File: config.mk
export PLATFORM = sky130hd
export DESIGN_NAME = io_dma_receiver_flat
export DESIGN_NICKNAME = d
export VERILOG_FILES = /design/src/rtl/io_dma_pkg.sv /design/src/rtl/io_dma_receiver_if.sv /design/src/rtl/io_rx_fifo.sv /design/src/rtl/io_dma_receiver.sv /design/src/flat_wrapper.sv
export SDC_FILE = /design/constraint.sdc
export NUM_CORES = 1
export LEC_CHECK = 0
export ABC_AREA = 1
export BUFFER_PORTS_ARGS = -buffer_cell sky130_fd_sc_hd__clkbuf_2
export CAP_MARGIN = 40
export CORE_MARGIN = 2
export CORE_UTILIZATION = 55
export DETAILED_ROUTE_END_ITERATION = 10
export GPL_TIMING_DRIVEN = 0
export PLACE_DENSITY_LB_ADDON = 0.2
export SKIP_CTS_REPAIR_TIMING = 1
export SKIP_LAST_GASP = 1
export SLEW_MARGIN = 10
export SYNTH_ARGS = -nofsm -noshare
export SYNTH_HDL_FRONTEND = slang
export SYNTH_SLANG_ARGS = --single-unit
File: constraint.sdc
create_clock -name clk -period 3.6 [get_ports clk]
set_clock_uncertainty 0.2 [all_clocks]
set_input_delay 0.36 -clock clk [delete_from_list [all_inputs] [get_ports clk]]
set_output_delay 0.36 -clock clk [all_outputs]
set_load 0.02 [all_outputs]
File: src/rtl/io_dma_pkg.sv
// ============================================================================
//  Module      : io_dma_pkg
//  Description : Shared definitions for the IO DMA receiver: FSM state
//                encoding, bytes-per-word constant and default widths.
//  Revision    : 1.0 - initial release
// ============================================================================
`default_nettype none

package io_dma_pkg;

    // Receiver control states (explicit 2-bit encoding)
    typedef enum logic [1:0] {
        S_IDLE  = 2'd0,
        S_RUN   = 2'd1,
        S_DRAIN = 2'd2,
        S_DONE  = 2'd3
    } state_t;

    // Memory is byte addressed; each data word advances the address by this
    localparam int WORD_BYTES = 4;

    // Default widths shared by the interface, top and testbench
    localparam int DEFAULT_DATA_W     = 32;
    localparam int DEFAULT_ADDR_W     = 32;
    localparam int DEFAULT_FIFO_DEPTH = 4;
    localparam int DEFAULT_LEN_W      = 16;
    localparam int DROP_CNT_W         = 16;

endpackage

`default_nettype wire

File: src/rtl/io_dma_receiver_if.sv
// ============================================================================
//  Module      : io_dma_receiver_if
//  Description : Bundles the IO capture strobe, software control/status and
//                memory write port of the IO DMA receiver.
//                slave  : receiver view (captures IO data, drives memory port)
//                master : environment view (IO device, software, memory)
//                Optional macro IO_RX_DROP_CNT_EN adds drop_count.
//  Revision    : 1.0 - initial release
// ============================================================================
`default_nettype none

interface io_dma_receiver_if
    import io_dma_pkg::*;
#(
    parameter int DATA_W = DEFAULT_DATA_W,
    parameter int ADDR_W = DEFAULT_ADDR_W,
    parameter int LEN_W  = DEFAULT_LEN_W
);
    // IO device side
    logic              new_data_ready;
    logic [DATA_W-1:0] io_data;
    // Software control / status
    logic              start;
    logic [ADDR_W-1:0] base_addr;
    logic [LEN_W-1:0]  xfer_len;
    logic              busy;
    logic              done;
    logic              overflow;
`ifdef IO_RX_DROP_CNT_EN
    logic [DROP_CNT_W-1:0] drop_count;
`endif
    // Memory write port
    logic              mem_we;
    logic [ADDR_W-1:0] mem_addr;
    logic [DATA_W-1:0] mem_wdata;
    logic              mem_ready;

`ifdef IO_RX_DROP_CNT_EN
    modport slave (
        input  new_data_ready, io_data, start, base_addr, xfer_len, mem_ready,
        output busy, done, overflow, drop_count, mem_we, mem_addr, mem_wdata
    );
    modport master (
        output new_data_ready, io_data, start, base_addr, xfer_len, mem_ready,
        input  busy, done, overflow, drop_count, mem_we, mem_addr, mem_wdata
    );
`else
    modport slave (
        input  new_data_ready, io_data, start, base_addr, xfer_len, mem_ready,
        output busy, done, overflow, mem_we, mem_addr, mem_wdata
    );
    modport master (
        output new_data_ready, io_data, start, base_addr, xfer_len, mem_ready,
        input  busy, done, overflow, mem_we, mem_addr, mem_wdata
    );
`endif

endinterface

`default_nettype wire

File: src/rtl/io_rx_fifo.sv
// ============================================================================
//  Module      : io_rx_fifo
//  Description : Synchronous capture FIFO. Push and pop in the same cycle are
//                allowed even when full (the slot being vacated is refilled).
//                Storage is cleared on reset so the head reads zero.
//  Ports       : clk, reset (async, active-low), push/push_data, pop,
//                full, empty, head (combinational view of oldest entry)
//  Revision    : 1.0 - initial release
// ============================================================================
`default_nettype none

module io_rx_fifo #(
    parameter int DATA_W = 32,
    parameter int DEPTH  = 4
) (
    input  wire logic              clk,
    input  wire logic              reset,
    input  wire logic              push,
    input  wire logic [DATA_W-1:0] push_data,
    input  wire logic              pop,
    output logic                   full,
    output logic                   empty,
    output logic [DATA_W-1:0]      head
);

    localparam int c_PTR_W = (DEPTH > 1) ? $clog2(DEPTH) : 1;

    logic [DATA_W-1:0]  r_mem [DEPTH];
    logic [c_PTR_W-1:0] r_wr_ptr;
    logic [c_PTR_W-1:0] r_rd_ptr;
    logic [c_PTR_W:0]   r_count;

    logic w_do_push;
    logic w_do_pop;

    assign full  = (r_count == (c_PTR_W+1)'(DEPTH));
    assign empty = (r_count == '0);
    assign head  = r_mem[r_rd_ptr];

    assign w_do_pop  = pop && !empty;
    // When full, the write slot equals the read slot; it is only safe to
    // overwrite it if the head is leaving in the same cycle.
    assign w_do_push = push && (!full || w_do_pop);

    always_ff @(posedge clk or negedge reset) begin
        if (!reset) begin
            for (int i = 0; i < DEPTH; i++) begin
                r_mem[i] <= '0;
            end
            r_wr_ptr <= '0;
            r_rd_ptr <= '0;
            r_count  <= '0;
        end else begin
            if (w_do_push) begin
                r_mem[r_wr_ptr] <= push_data;
                r_wr_ptr        <= r_wr_ptr + c_PTR_W'(1);
            end
            if (w_do_pop) begin
                r_rd_ptr <= r_rd_ptr + c_PTR_W'(1);
            end
            case ({w_do_push, w_do_pop})
                2'b10:   r_count <= r_count + (c_PTR_W+1)'(1);
                2'b01:   r_count <= r_count - (c_PTR_W+1)'(1);
                default: r_count <= r_count;
            endcase
        end
    end

endmodule

`default_nettype wire

File: src/rtl/io_dma_receiver.sv
// ============================================================================
//  Module      : io_dma_receiver
//  Description : Captures io_data words qualified by new_data_ready, buffers
//                them in io_rx_fifo and writes them to consecutive word
//                addresses starting at base_addr. Reports busy, a one-cycle
//                done pulse and a sticky overflow flag.
//  Ports       : clk, reset (async, active-low), bus (io_dma_receiver_if.slave)
//  Config      : IO_RX_DROP_CNT_EN - adds a 16-bit saturating drop_count
//  Revision    : 1.0 - initial release
// ============================================================================
`default_nettype none

module io_dma_receiver
    import io_dma_pkg::*;
#(
    parameter int DATA_W     = DEFAULT_DATA_W,
    parameter int ADDR_W     = DEFAULT_ADDR_W,
    parameter int FIFO_DEPTH = DEFAULT_FIFO_DEPTH,
    parameter int LEN_W      = DEFAULT_LEN_W
) (
    input  wire logic        clk,
    input  wire logic        reset,
    io_dma_receiver_if.slave bus
);

    state_t r_state;
    state_t w_state_next;

    logic [ADDR_W-1:0] r_base;
    logic [LEN_W-1:0]  r_len;
    logic [LEN_W-1:0]  r_cap_cnt;
    logic [LEN_W-1:0]  r_wr_cnt;
    logic              r_overflow;
`ifdef IO_RX_DROP_CNT_EN
    logic [DROP_CNT_W-1:0] r_drop_cnt;
`endif

    logic              w_full;
    logic              w_empty;
    logic [DATA_W-1:0] w_head;
    logic              w_active;
    logic              w_mem_we;
    logic              w_accept;
    logic              w_strobe;
    logic              w_push;
    logic              w_drop;
    logic              w_start_ok;
    logic [LEN_W-1:0]  w_cap_next;

    // ------------------------------------------------------------------
    // Datapath qualifiers
    // ------------------------------------------------------------------
    assign w_active   = (r_state == S_RUN) || (r_state == S_DRAIN);
    assign w_mem_we   = w_active && !w_empty;
    assign w_accept   = w_mem_we && bus.mem_ready;
    assign w_start_ok = (r_state == S_IDLE) && bus.start;

    // Strobes only count while RUN still needs words
    assign w_strobe   = (r_state == S_RUN) && bus.new_data_ready && (r_cap_cnt != r_len);
    assign w_push     = w_strobe && (!w_full || w_accept);
    assign w_drop     = w_strobe && w_full && !w_accept;
    assign w_cap_next = r_cap_cnt + LEN_W'(1);

    io_rx_fifo #(
        .DATA_W (DATA_W),
        .DEPTH  (FIFO_DEPTH)
    ) u_fifo (
        .clk       (clk),
        .reset     (reset),
        .push      (w_push),
        .push_data (bus.io_data),
        .pop       (w_accept),
        .full      (w_full),
        .empty     (w_empty),
        .head      (w_head)
    );

    // ------------------------------------------------------------------
    // FSM
    // ------------------------------------------------------------------
    always_ff @(posedge clk or negedge reset) begin
        if (!reset) begin
            r_state <= S_IDLE;
        end else begin
            r_state <= w_state_next;
        end
    end

    always_comb begin
        w_state_next = r_state;
        case (r_state)
            S_IDLE: begin
                if (bus.start) begin
                    w_state_next = (bus.xfer_len == '0) ? S_DONE : S_RUN;
                end
            end
            S_RUN: begin
                if (w_push && (w_cap_next == r_len)) begin
                    w_state_next = S_DRAIN;
                end
            end
            S_DRAIN: begin
                if (w_empty && (r_wr_cnt == r_len)) begin
                    w_state_next = S_DONE;
                end
            end
            S_DONE: begin
                w_state_next = S_IDLE;
            end
            default: begin
                w_state_next = S_IDLE;
            end
        endcase
    end

    // ------------------------------------------------------------------
    // Transfer registers and counters
    // ------------------------------------------------------------------
    always_ff @(posedge clk or negedge reset) begin
        if (!reset) begin
            r_base     <= '0;
            r_len      <= '0;
            r_cap_cnt  <= '0;
            r_wr_cnt   <= '0;
            r_overflow <= 1'b0;
        end else if (w_start_ok) begin
            r_base     <= bus.base_addr;
            r_len      <= bus.xfer_len;
            r_cap_cnt  <= '0;
            r_wr_cnt   <= '0;
            r_overflow <= 1'b0;
        end else begin
            if (w_push) begin
                r_cap_cnt <= w_cap_next;
            end
            if (w_accept) begin
                r_wr_cnt <= r_wr_cnt + LEN_W'(1);
            end
            if (w_drop) begin
                r_overflow <= 1'b1;
            end
        end
    end

`ifdef IO_RX_DROP_CNT_EN
    always_ff @(posedge clk or negedge reset) begin
        if (!reset) begin
            r_drop_cnt <= '0;
        end else if (w_start_ok) begin
            r_drop_cnt <= '0;
        end else if (w_drop && (r_drop_cnt != '1)) begin
            r_drop_cnt <= r_drop_cnt + DROP_CNT_W'(1);
        end
    end

    assign bus.drop_count = r_drop_cnt;
`endif

    // ------------------------------------------------------------------
    // Outputs: memory port is purely a function of registered state, so
    // there is no combinational path from mem_ready or the strobe.
    // Address arithmetic wraps modulo 2^ADDR_W by truncation.
    // ------------------------------------------------------------------
    assign bus.mem_we    = w_mem_we;
    assign bus.mem_wdata = w_head;
    assign bus.mem_addr  = r_base + (ADDR_W'(r_wr_cnt) * ADDR_W'(WORD_BYTES));
    assign bus.busy      = w_active;
    assign bus.done      = (r_state == S_DONE);
    assign bus.overflow  = r_overflow;

endmodule

`default_nettype wire

File: src/flat_wrapper.sv
// flat-port wrapper written by rule: the top's interface ports become plain ports
module io_dma_receiver_flat import io_dma_pkg::*;
#(
    parameter int DATA_W     = DEFAULT_DATA_W,
    parameter int ADDR_W     = DEFAULT_ADDR_W,
    parameter int FIFO_DEPTH = DEFAULT_FIFO_DEPTH,
    parameter int LEN_W      = DEFAULT_LEN_W
)
  (clk, reset, bus_new_data_ready, bus_io_data, bus_start, bus_base_addr, bus_xfer_len, bus_mem_ready, bus_busy, bus_done, bus_overflow, bus_mem_we, bus_mem_addr, bus_mem_wdata);
  io_dma_receiver_if #(.DATA_W(DATA_W), .ADDR_W(ADDR_W), .LEN_W(LEN_W)) bus_i ();
  input  wire logic clk;
  input  wire logic reset;
  input wire logic [$bits(bus_i.new_data_ready)-1:0] bus_new_data_ready;
  input wire logic [$bits(bus_i.io_data)-1:0] bus_io_data;
  input wire logic [$bits(bus_i.start)-1:0] bus_start;
  input wire logic [$bits(bus_i.base_addr)-1:0] bus_base_addr;
  input wire logic [$bits(bus_i.xfer_len)-1:0] bus_xfer_len;
  input wire logic [$bits(bus_i.mem_ready)-1:0] bus_mem_ready;
  output wire logic [$bits(bus_i.busy)-1:0] bus_busy;
  output wire logic [$bits(bus_i.done)-1:0] bus_done;
  output wire logic [$bits(bus_i.overflow)-1:0] bus_overflow;
  output wire logic [$bits(bus_i.mem_we)-1:0] bus_mem_we;
  output wire logic [$bits(bus_i.mem_addr)-1:0] bus_mem_addr;
  output wire logic [$bits(bus_i.mem_wdata)-1:0] bus_mem_wdata;
  assign bus_i.new_data_ready = bus_new_data_ready;
  assign bus_i.io_data = bus_io_data;
  assign bus_i.start = bus_start;
  assign bus_i.base_addr = bus_base_addr;
  assign bus_i.xfer_len = bus_xfer_len;
  assign bus_i.mem_ready = bus_mem_ready;
  assign bus_busy = bus_i.busy;
  assign bus_done = bus_i.done;
  assign bus_overflow = bus_i.overflow;
  assign bus_mem_we = bus_i.mem_we;
  assign bus_mem_addr = bus_i.mem_addr;
  assign bus_mem_wdata = bus_i.mem_wdata;
  io_dma_receiver #(.DATA_W(DATA_W), .ADDR_W(ADDR_W), .FIFO_DEPTH(FIFO_DEPTH), .LEN_W(LEN_W)) u_core (.clk(clk), .reset(reset), .bus(bus_i));
endmodule
== Yosys cells after proc, flatten, opt, wreduce, memory -nomap -nowiden ==
Index checks and enable logic that the tools add are counted.

* Bitwise gates (word level): 2
* Eq/ne operators: 12
* Mux-type cells: 18
* $add $sub $neg: 7
* Reductions and logical operators: 27
* $lt $le $gt $ge: 3

{| class="wikitable"
|+ Operator list
! kind !! count
|-
| 128-bit bitwise mux || 1
|-
| 32-bit two-way mux || 3
|-
| 32-bit binary-select mux with 2-bit select || 1
|-
| 32-bit demux with 2-bit select || 1
|-
| 16-bit two-way mux || 4
|-
| 16-bit by 1-bit adder with 16-bit output (second input constant) || 2
|-
| 32-bit by 18-bit adder with 32-bit output || 1
|-
| 16-bit equality test || 2
|-
| 16-bit logical NOT || 1
|-
| 16-bit != test || 1
|-
| 1-bit logical AND || 13
|-
| 2-bit two-way mux || 4
|-
| 2-bit case mux with 4 select lines || 1
|-
| 2-bit nonzero test || 4
|-
| 2-bit equality test (second input constant) || 3
|-
| 3-bit >= comparator (second input constant) || 2
|-
| 2-bit != test (second input constant) || 3
|-
| 2-bit inverter with 3-bit output || 2
|-
| 3-bit case mux with 2 select lines || 1
|-
| 2-bit by 1-bit adder with 2-bit output (second input constant) || 2
|-
| 2-bit by 1-bit equality test with 1-bit output (second input constant) || 2
|-
| 3-bit by 1-bit adder with 3-bit output (second input constant) || 1
|-
| 3-bit equality test (second input constant) || 1
|-
| 1-bit logical NOT || 3
|-
| other kinds (7) || 10
|}

* Bits of input ports: 85
* Output and inout port bits: 68
* Register bits: 218

== Longest topological paths before layout ==
* Depth in word-level cells: 9
* Gate-level depth with buffers: 15
* Mapped depth without buffers: 15

== Cells and area by module ==
Synthesis repeated with hierarchy kept, for this count alone.

* Cells, all modules: 1,616
* Area total of the unflattened synthesis: 12,241.7 um2

{| class="wikitable"
|+ Modules (own cells, without submodules)
! module !! cells each !! area each (um2) !! instances !! sequential area each (um2)
|-
| io_rx_fifo || 802 || 6,552.5 || 1 || 3,378.2
|-
| io_dma_receiver || 814 || 5,689.2 || 1 || 2,077.0
|}

== Least setup slack after synthesis ==
OpenSTA, ideal clock, no wires.

* Kind: reg2out
* Start point: reg u_core.r_wr_cnt[0]
* End point: out bus_mem_addr[22]
* Path buffers: 0
* Data arrival time: 2.188 ns
* Cell stages (with the launch flop): 12
* Slack: 0.852 ns
* Cells stage by stage: dfrtp_1 > ha_1 > fa_1 > nand2_1 > a21oi_1 > a21oi_1 > inv_1 > nand2_1 > nand2_1 > nand2_1 > nor2_1 > xor2_1

* Longest elaborated chain between the ends: 1

{| class="wikitable"
|+ Ends and longest elaborated chain
! what !! line !! text
|-
| from (decl) || io_dma_receiver.sv:32 || <nowiki>logic [LEN_W-1:0] r_wr_cnt;</nowiki>
|-
| from (signal assigned) || io_dma_receiver.sv:137 || <nowiki>r_wr_cnt <= r_wr_cnt + LEN_W'(1);</nowiki>
|-
| 32-bit by 18-bit adder with 32-bit output || io_dma_receiver.sv:166 || <nowiki>assign bus.mem_addr = r_base + (ADDR_W'(r_wr_cnt) * ADDR_W'(WORD_BYTES));</nowiki>
|-
| to (decl) || flat_wrapper.sv:23 || <nowiki>output wire logic [$bits(bus_i.mem_addr)-1:0] bus_mem_addr;</nowiki>
|}

Every way passes these cells.

== Worst setup path after layout ==
* Start point: reg u_core.r_wr_cnt[0]
* End point: out bus_mem_addr[16]

Same word-level chain as after synthesis.

==> metrics <==
outcome complete, but fails checks; failing checks negative hold slack; switch share 0.353; top post-synthesis cells by area dfrtp_1 47%, nand2_1 14%, o21ai_0 10%; design area 14400 sq um; Async S/R FF share, synth 1.00; most used cell, CP a21oi_1; clock share of power 0.359; Comb power frac 0.296; vias per cell 5.39; TritonCTS Buffers 25; GPL Wtd Cong 0.932; Synth cell types 41; Seq pwr share 0.345; Final Critical Period 3.51 ns; CTS tree built; hold wc startpoint bus_io_data[30]; area of the multi-input gates 5240 sq um; WL final 33300 um; post-synth top area cell dfrtp_1; Finished Core Util 0.692; IO Port Bufs 152; total gr overflow 0; HPWL Detailed 22600 um; register bit total from synthesis 218; Crit Reg-Reg Endpoint u_core.u_fifo.r_count[2]$_DFFE_PN0P_; critical path fanouts, max 5; P_int 4910 uW; 1st-iter DRT viols 794; crit path from u_core.r_wr_cnt[0]$_DFFE_PN0P_; EDFF count, synth 0; # H-tree levels 1; RSZ-0062 raised after global routing true; worst setup path category register to primary output; Cells after Synth 1487; initial antenna violation count 0; Slew HR 0.496; DR DRC count 0; post-place instance area 12700 sq um; Area growth syn-to-layout 24.8%; Clock transition at path regs 0.06 ns; Clock Root Buffer clkbuf_16; Reg2Reg Depth 11; master of the slowest instance on the critical path dfrtp_2; Synthesis Warnings 0; ys flop type dfrtp_1; Critical Path RT 3.04 ns; Yosys top cell area share 0.472; Fillers 1717; Bufs on Longest Clock Path 3; hold depth 3; leakage power 0.00746 uW; Mapped Area 11500 sq um; Psw 2670 uW; layout cells sized above 1 0.145; Final setup viols 0; worst-margin pin slew 0.755 ns; fin nets 1862; first-pass GRT wire length 51100 um; Antenna Nets Post-Route 0; reg2reg setup slack 0.62 ns; core area 20800 sq um; crit start category register; syn nets 1602; post-DR wirelength/cell 16.3 um; worst reg2reg path startpoint u_core.r_state[0]$_DFFE_PN0P_; initial cell density of the core 0.555; top-count cell post-synth nand2_1; power per cell area 526 nW/um^2; die area 22200 sq um; via count 11000; number of global-route vias before repair 10200; Fin. Hold Viols 10; WHS Endpoint u_core.u_fifo.r_mem[94]$_DFFE_PN0P_; crit end category primary output; Final Cycle Share 0.975; Avg Cell Area, Syn 7.77 sq um; Total Routing Usage GR 0.289; Hold WS -0.0316 ns; worst endpoint data arrival time 2.95 ns; Worst-Skew Late Latency 0.54 ns; first-pass detailed-route iteration total 6; Post-synth top cells 416 x nand2_1, 241 x o21ai_0, 218 x dfrtp_1; largest net degree at the start of global routing 80; CP peak stage delay 0.44 ns; row cnt 53; f_max 0.285 GHz; number of max-cap violations 0; worst min path class input pin to register; maximum VDD drop 0.409 mV; die width 149 um; ANT cells 0; Pins Over Slew Limit 0; register area 5460 sq um; chip height 149 um; register area share after synthesis 0.472; crit-path cells ha_1 > fa_1 > nand2_1 > a21oi_1 > a21oi_2 > buf_4 > o21ai_0 > a21oi_1 > xnor2_1 > clkbuf_2; CTS sink count 218; num ports 153
[per-stage QoR]
step / total power [uW] / setup WS [ns] / TNS (ns) / instances
3_3_place_gp: 4770 / -2.42 / -522.84 / 1914
6_report: 7580 / 0.0897 / 0 / 2041
5_1_grt: 7920 / -0.147 / -0.167 / 2041
2_1_floorplan: 4020 / 0.852 / 0 / 1487
4_1_cts: 7520 / 0.0151 / 0 / 1962
3_5_place_dp: 4810 / 0.591 / 0 / 1916
[how the worst max path moves through the flow]
| stage | endpoint | slack (ns) | cells past startpoint |
|---|---|---|---|
| global placement | u_core.r_base[25]$_DFFE_PN0P_ | -2.42 | 1 |
| global route | bus_mem_addr[24] | -0.15 | 12 |
| detailed placement | bus_mem_addr[22] | 0.59 | 12 |
| CTS | bus_mem_addr[22] | 0.02 | 12 |
| floorplan | bus_mem_addr[22] | 0.85 | 11 |
| finish | bus_mem_addr[16] | 0.09 | 10 |
[worst max-delay path, delay by kind of cell, from the launching register on]
family / cells / cell delay [ns]
xor+xnor: 1 / 0.16
buf+inv: 2 / 0.36
simple gates: 1 / 0.08
flops: 1 / 0.44
compound gates: 4 / 0.71
fa+ha+maj: 2 / 0.66
[metal layers]
layer	vias to the layer above	share of wire	global-route usage
met5	-	0	0
met4	0	0.028	0.0948
met1	5252	0.41	0.370
li1	5324	-	-
met2	363	0.50	0.507
met3	69	0.060	0.0388
[placed cells by master, fill, tap and decap left out, types with 16 or more instances in the layout]
| cell | Yosys | layout |
|---|---|---|
| a21oi_1 | 37 | 36 |
| clkbuf_16 | 0 | 25 |
| clkbuf_1 | 29 | 31 |
| xor2_1 | 30 | 30 |
| clkbuf_2 | 0 | 150 |
| dlygate4sd3_1 | 0 | 78 |
| inv_1 | 144 | 144 |
| dfrtp_1 | 218 | 217 |
| nor3_1 | 16 | 16 |
| xnor2_1 | 16 | 16 |
| nor2_1 | 135 | 134 |
| o21ai_0 | 241 | 240 |
| nand2_1 | 416 | 415 |
| o22ai_1 | 39 | 39 |
| ha_1 | 28 | 28 |
| nand3_1 | 40 | 40 |
[registers in the layout (all words and copies together) (netlist names), 3 cells and up]
signal,count
u_core.r_cap_cnt,16
u_core.r_len,16
u_core.r_base,32
u_core.u_fifo.r_count,3
u_core.u_fifo.r_mem,128
u_core.r_wr_cnt,16
[final cells by class]
type,instances,area share
Timing Repair Buffer,233,0.112
Sequential cell,218,0.379
Multi-Input combinational cell,1059,0.363
Inverter,150,0.0392
Clock inverter,15,0.0142
Buffer,60,0.0209
Clock buffer,31,0.0478
Tap cell,275,0.0239
[cells by family (layout without fill, tap and decap cells)]
logic type               Yosys count  count (layout)  share of synthesized area
flip-flops                       218             218                      0.472
adder cells (fa/ha/maj)           30              30                     0.0338
AND/OR/NAND/NOR                  648             648                      0.233
buffers and inverters            210             489                     0.0751
AO/OA/AOI/OAI                    335             335                      0.151
XOR/XNOR                          46              46                     0.0349
[power by group through the flow]
stage | sequential (uW) | clock, uW | combinational, uW
4_1_cts | 2610 | 2750 | 2170
5_1_grt | 2620 | 2850 | 2450
2_1_floorplan | 2630 | 0 | 1390
3_3_place_gp | 2650 | 0 | 2120
6_report | 2610 | 2720 | 2240
3_5_place_dp | 2650 | 0 | 2160
No activity file was read; power rests on OpenSTA's default activity.
